$ cat src/rtl/ritc_ctrl_frame_serializer.sv
// ---------------------------------------------------------------------------
// ritc_ctrl_frame_serializer
//
// Serial control-frame generator for RITC bit/channel delay control. Commands
// arrive over a valid/ready handshake. They are double-buffered by a one-entry
// pending register, so the next command can be queued while a frame is on the
// line. Each command is sent on ctrl_o as one frame, in this order:
//   start(1), bitslip, delay (MSB first), one-hot channel field (highest index
//   first), one-hot bit field (highest index first) [, even parity].
//
// Optional feature: define RITC_CTRL_PARITY_EN to append one even-parity bit
// over frame bits 1..L-2. The start bit is not included in the parity.
//
// Ports
//   clk_i            system clock, all logic on posedge
//   rst_i            synchronous reset, active high
//   cmd_valid_i      command present
//   cmd_ready_o      command can be accepted this cycle
//   cmd_bitslip_i    bitslip flag for the frame
//   cmd_delay_i      delay value [DELAY_BITS]
//   cmd_chan_addr_i  channel index [CHAN_ADDR_W]
//   cmd_bit_addr_i   bit index [BIT_ADDR_W], BCAST_ADDR selects all bits
//   ctrl_o           registered serial control output to RITC
//   busy_o           registered; frame or gap in progress, or command pending
//   done_o           registered one-cycle pulse alongside the last frame bit
// ---------------------------------------------------------------------------
module ritc_ctrl_frame_serializer #(
    parameter int DELAY_BITS    = 5,
    parameter int CHAN_SEL_BITS = 32,
    parameter int BIT_SEL_BITS  = 32,
    parameter int CHAN_ADDR_W   = 3,
    parameter int BIT_ADDR_W    = 4,
    parameter int BCAST_ADDR    = 13,
    parameter int GAP_CYCLES    = 2
) (
    input  logic                   clk_i,
    input  logic                   rst_i,
    input  logic                   cmd_valid_i,
    output logic                   cmd_ready_o,
    input  logic                   cmd_bitslip_i,
    input  logic [DELAY_BITS-1:0]  cmd_delay_i,
    input  logic [CHAN_ADDR_W-1:0] cmd_chan_addr_i,
    input  logic [BIT_ADDR_W-1:0]  cmd_bit_addr_i,
    output logic                   ctrl_o,
    output logic                   busy_o,
    output logic                   done_o
);

`ifdef RITC_CTRL_PARITY_EN
    localparam int PAR_BITS = 1;
`else
    localparam int PAR_BITS = 0;
`endif

    localparam int FRAME_LEN = 2 + DELAY_BITS + CHAN_SEL_BITS + BIT_SEL_BITS + PAR_BITS;
    localparam int CHAN_BASE = 2 + DELAY_BITS;
    localparam int BIT_BASE  = CHAN_BASE + CHAN_SEL_BITS;

    localparam logic [7:0] LAST_IDX = 8'(FRAME_LEN - 1);
    localparam logic [7:0] GAP_LAST = 8'((GAP_CYCLES > 0) ? (GAP_CYCLES - 1) : 0);

    localparam logic [1:0] ST_IDLE  = 2'd0;
    localparam logic [1:0] ST_SHIFT = 2'd1;
    localparam logic [1:0] ST_GAP   = 2'd2;

    // Frame image with frame bit i at vector index i, so the shifter drains LSB first.
    function automatic logic [FRAME_LEN-1:0] build_frame(
        input logic                   bitslip,
        input logic [DELAY_BITS-1:0]  delay,
        input logic [CHAN_ADDR_W-1:0] chan,
        input logic [BIT_ADDR_W-1:0]  bsel
    );
        logic [FRAME_LEN-1:0] f;
        f    = '0;
        f[0] = 1'b1;
        f[1] = bitslip;
        for (int j = 0; j < DELAY_BITS; j++)
            f[2 + j] = delay[DELAY_BITS-1-j];
        // Out-of-range addresses never match any index, leaving the field all zero.
        for (int k = 0; k < CHAN_SEL_BITS; k++)
            f[CHAN_BASE + CHAN_SEL_BITS - 1 - k] = (int'(chan) == k);
        for (int k = 0; k < BIT_SEL_BITS; k++)
            f[BIT_BASE + BIT_SEL_BITS - 1 - k] = (int'(bsel) == k) || (int'(bsel) == BCAST_ADDR);
`ifdef RITC_CTRL_PARITY_EN
        f[FRAME_LEN-1] = ^f[FRAME_LEN-2:1];
`endif
        return f;
    endfunction

    logic [1:0]             state;
    logic [1:0]             state_n;
    logic [7:0]             bit_cnt;
    logic [7:0]             gap_cnt;
    logic [FRAME_LEN-1:0]   sreg;
    logic [FRAME_LEN-1:0]   frame_ld;

    logic                   pend_full;
    logic                   pend_full_n;
    logic                   pend_bitslip;
    logic [DELAY_BITS-1:0]  pend_delay;
    logic [CHAN_ADDR_W-1:0] pend_chan;
    logic [BIT_ADDR_W-1:0]  pend_bit;

    logic                   take;
    logic                   end_pt;
    logic                   load;
    logic                   pend_fill;

    // Ready is blocked during reset so no transfer can happen in that cycle.
    assign cmd_ready_o = !pend_full && !rst_i;

    // A pending command always wins over the input port, keeping commands in order.
    assign frame_ld = pend_full ? build_frame(pend_bitslip, pend_delay, pend_chan, pend_bit)
                                : build_frame(cmd_bitslip_i, cmd_delay_i, cmd_chan_addr_i, cmd_bit_addr_i);

    always_comb begin
        take    = cmd_valid_i && cmd_ready_o;
        end_pt  = 1'b0;
        state_n = state;
        // end_pt: a new frame may start on the next cycle.
        case (state)
            ST_IDLE:  end_pt = 1'b1;
            ST_SHIFT: end_pt = (bit_cnt == 8'd0) && (GAP_CYCLES == 0);
            ST_GAP:   end_pt = (gap_cnt == 8'd0);
            default:  end_pt = 1'b0;
        endcase
        load = end_pt && (pend_full || take);
        // An accepted command goes straight to the shifter only if it is the one being loaded.
        pend_fill   = take && !(load && !pend_full);
        pend_full_n = pend_fill || (pend_full && !load);

        if (load) begin
            state_n = ST_SHIFT;
        end else begin
            case (state)
                ST_SHIFT: if (bit_cnt == 8'd0) state_n = (GAP_CYCLES == 0) ? ST_IDLE : ST_GAP;
                ST_GAP:   if (gap_cnt == 8'd0) state_n = ST_IDLE;
                default:  state_n = ST_IDLE;
            endcase
        end
    end

    // Control stage: state, counters and registered outputs.
    always_ff @(posedge clk_i) begin
        if (rst_i) begin
            state     <= ST_IDLE;
            pend_full <= 1'b0;
            bit_cnt   <= 8'd0;
            gap_cnt   <= 8'd0;
            ctrl_o    <= 1'b0;
            done_o    <= 1'b0;
            busy_o    <= 1'b0;
        end else begin
            state     <= state_n;
            pend_full <= pend_full_n;
            busy_o    <= (state_n != ST_IDLE) || pend_full_n;
            ctrl_o    <= 1'b0;
            done_o    <= 1'b0;
            if (load) begin
                ctrl_o  <= frame_ld[0];
                bit_cnt <= LAST_IDX;
            end else if (state == ST_SHIFT) begin
                // bit_cnt counts bits still to send after the one now on ctrl_o.
                if (bit_cnt != 8'd0) begin
                    ctrl_o  <= sreg[0];
                    bit_cnt <= bit_cnt - 8'd1;
                    done_o  <= (bit_cnt == 8'd1);
                end else begin
                    gap_cnt <= GAP_LAST;
                end
            end else if (state == ST_GAP) begin
                if (gap_cnt != 8'd0)
                    gap_cnt <= gap_cnt - 8'd1;
            end
        end
    end

    // Data stage: shifter and pending payload, not reset.
    always_ff @(posedge clk_i) begin
        if (load)
            sreg <= frame_ld >> 1;
        else if (state == ST_SHIFT)
            sreg <= sreg >> 1;
        if (pend_fill) begin
            pend_bitslip <= cmd_bitslip_i;
            pend_delay   <= cmd_delay_i;
            pend_chan    <= cmd_chan_addr_i;
            pend_bit     <= cmd_bit_addr_i;
        end
    end

endmodule

$ cat config.mk
export PLATFORM = sky130hd
export DESIGN_NAME = ritc_ctrl_frame_serializer
export DESIGN_NICKNAME = d
export VERILOG_FILES = /design/src/rtl/ritc_ctrl_frame_serializer.sv
export SDC_FILE = /design/constraint.sdc
export NUM_CORES = 1
export LEC_CHECK = 0
export ABC_AREA = 1
export CAP_MARGIN = 15
export CORE_MARGIN = 8
export CORE_UTILIZATION = 44
export CTS_CLUSTER_DIAMETER = 80
export DETAILED_ROUTE_END_ITERATION = 8
export GPL_ROUTABILITY_DRIVEN = 0
export GPL_TIMING_DRIVEN = 0
export PLACE_DENSITY = 0.69
export SYNTH_ARGS = -nofsm -noshare
export SYNTH_HDL_FRONTEND = slang
export SYNTH_SLANG_ARGS = --single-unit
$ cat constraint.sdc
create_clock -name clk_i -period 8.6 [get_ports clk_i]
set_input_delay 1.29 -clock clk_i [delete_from_list [all_inputs] [get_ports clk_i]]
set_output_delay 1.29 -clock clk_i [all_outputs]
set_load 0.02 [all_outputs]
==> results.md <==
- 1st-pass router iterations: 5
- Post-CTS Hold Buffers: 0
- Switching Share: 24.7%
- Root Driver: clkbuf_16
- Synth Flop Type: edfxtp_1
- Internal power: 841 uW
- DRC viols: 0
- Die footprint: 14,900 um^2
- Fin Setup TNS: 0 ns
- Final net count: 593
- PostCTS Resize Cnt: 0
- EDFF count, synth: 83
- Die Y: 122 um
- Fin. Hold Viols: 0
- Synth cell types: 36
- Clock sink total: 105
- HP Class: flop to flop
- Reg2reg start: gap_cnt[0]
- CTS Buf Count: 9
- Worst-Skew Late Latency: 0.34 ns
- Total routed wirelength: 9680 um
- CP Capture Type: output pin
- Share of cells above drive strength 1: 9.74%
- Synth Net Count: 563
- Area leader, netlist: edfxtp_1
- CP Cell Sequence: buf_4 -> nor2_1 -> clkdlybuf4s50_1
- Synthesis-to-layout area growth: 13.2%
- Max cap viols: 0
- Slowest stage delay, CP: 0.64 ns
- Kind of critical path: input pin to output pin
- Final setup vio count: 0
- Register bit total from synthesis: 105
- GRT Total Usage: 13.7%
- Synthesized area per cell: 9.19 um^2
- RSZ-0062 raised after global routing: false
- Clk pin slew, worst setup/hold paths: 0.07 ns
- Setup Fix Bufs, Post-CTS: 0
- Initial antenna violation count: 0
- Crit start category: input pin
- Hpwl dp: 6530 um
- Worst slew pin tran: 0.914 ns
- Ys Warns: 0
- Row count: 38
- Io pins: 20
- Cells after DPL: 698
- Status: completed
- Core ar.: 10,900 um^2
- Max-slew violations: 0
- P_leak: 2.36 nW
- Util after Layout: 51.4%
- Minimum clock period: 3.51 ns
- First-pass GRT wire length: 16,500 um
- Max H-tree Level: 3
- Grt total ovfl: 0
- Sequential share of power: 54.1%
- Highest Clock Rate: 285 MHz
- FFs w/ async S/R, synth: 0%
- WL/cell: 13.5 um
- Bufs on Longest Clock Path: 2
- CP arrival: 2.22 ns
- Largest net degree at the start of global routing: 71
- Vias in the first global route: 3,476
- Vias per cell: 5.10
- Top cell type's share of synthesized area: 50.2%
- Buffers on Ports: 18
- Non-Filler Instances: 715
- Total number of vias: 3,647
- Fillers: 1,040
- Crit path from: rst_i
- Worst Path Max Fanout: 9
- Hold Startpoint: gap_cnt[1]
- Hold WS: 0.478 ns
- Post-DRT Antenna Nets: 0
- Seq/Total Area, Yosys: 59.1%
- Die width: 122 um
- Synthesized area: 4960 um^2
- Initial Util: 45.4%
- Worst Path Required: 7.31 ns
- VDD IR-drop max: 0.0963 mV
- Clock Skew: 0.00876 ns
- Antenna diodes: 0
- Comb pwr share: 11.0%
- Pwr/cell area: 199 nW/um^2
- Synth top area cells: edfxtp_1 (50%), nand2_1 (11%), dfxtp_1 (8.9%), nor2_1 (6.2%), inv_1 (4.3%)
- Slowest stage cell, crit path: clkdlybuf4s50_1
- Cells after Synth: 540
- Final cycle utilization of the critical path: 40.8%
- Iter 0 DRT Violations: 221
- CTS tree: built
- Clock share of power: 34.8%
- Tot Pwr: 1.12 mW
- Net Sw Power: 275 uW
- Rel. slew slack: 39.1%
==> worst max-delay path: cells and delay by family <==
kind                   cells  cell delay (ns)
AND/OR/NAND/NOR            1             0.15
buffers and inverters      2             0.79
==> per-stage QoR <==
step           area, um^2  worst slack (ns)
2_1_floorplan        4960              4.67
3_3_place_gp         5320              3.54
3_5_place_dp         5320              5.03
4_1_cts              5610              5.09
5_1_grt              5620              5.02
6_report             5620              5.09
==> power by group through the flow <==
stage	Clock, mW	Combinational, mW	Sequential [mW]
2_1_floorplan	0	0.0887	0.613
3_3_place_gp	0	0.119	0.616
3_5_place_dp	0	0.123	0.615
4_1_cts	0.393	0.124	0.605
5_1_grt	0.412	0.141	0.608
6_report	0.389	0.123	0.604
==> cell usage after synthesis, types with 2 or more instances <==
cell	number
nand2_1	143
edfxtp_1	83
nor2_1	82
inv_1	57
nand3_1	35
dfxtp_1	22
o21ai_0	20
a21oi_1	11
buf_2	9
nor3_1	9
a31oi_1	8
o31ai_1	8
ha_1	7
buf_4	5
inv_2	4
nor2_2	4
nand2_2	3
o21ai_1	3
or2_2	3
a21oi_4	2
buf_6	2
clkbuf_1	2
nor2_4	2
o21bai_1	2
o22ai_1	2
xor2_1	2
==> cell usage in the layout, fill, tap and decap left out, types with 4 or more instances in the layout <==
| cell type | n |
|---|---|
| nor2_1 | 82 |
| inv_1 | 57 |
| o21ai_0 | 20 |
| nand3_1 | 35 |
| edfxtp_1 | 83 |
| clkdlybuf4s50_1 | 18 |
| ha_1 | 7 |
| inv_2 | 4 |
| nor3_1 | 9 |
| buf_2 | 9 |
| nand2_1 | 142 |
| dfxtp_1 | 22 |
| a31oi_1 | 8 |
| nor2_2 | 4 |
| o31ai_1 | 8 |
| buf_4 | 5 |
| clkbuf_16 | 9 |
| a21oi_1 | 11 |
| clkinvlp_4 | 4 |
==> state kept, by name, indices dropped and copies added, names as in the netlist, 2 cells and up <==
register and count:
sreg 70, pend_delay 5, pend_chan 3, bit_cnt 8
gap_cnt 8, state 2, pend_bit 4
==> cell families after synthesis <==
logic type / count (synthesis) / synth area share (%)
adder cells (fa/ha/maj): 7 / 1.77
XOR/XNOR: 2 / 0.353
AND/OR/NAND/NOR: 286 / 24.0
flip-flops: 105 / 59.1
AO/OA/AOI/OAI: 60 / 7.77
buffers and inverters: 80 / 6.99
==> cell type report <==
type	count	area [um^2]	share of cell area [%]
buffer	18	113	2.00
clock buffer	11	243	4.32
clock inverter	5	38.8	0.691
inverter	62	234	4.17
multi-input combinational	355	1690	30.1
sequential	105	2930	52.2
tap	140	175	3.12
timing repair buffer	19	191	3.41
==> worst paths after layout <==
path / end / cells after the start / slack, ns
max: cmd_ready_o / 3 / 5.09
min: gap_cnt[1] / 2 / 0.48
max reg2reg: sreg[44] / 9 / 6.03
min reg2reg: gap_cnt[1] / 2 / 0.48
==> metal layers <==
layer	share of wire, %	vias to the layer above	track usage (%)
met2	46	115	22.2
met3	5.3	21	2.96
met4	1.8	0	4.65
met5	0	-	0
li1	-	1841	-
met1	47	1670	17.7
No activity file was read; power rests on OpenSTA's default activity.
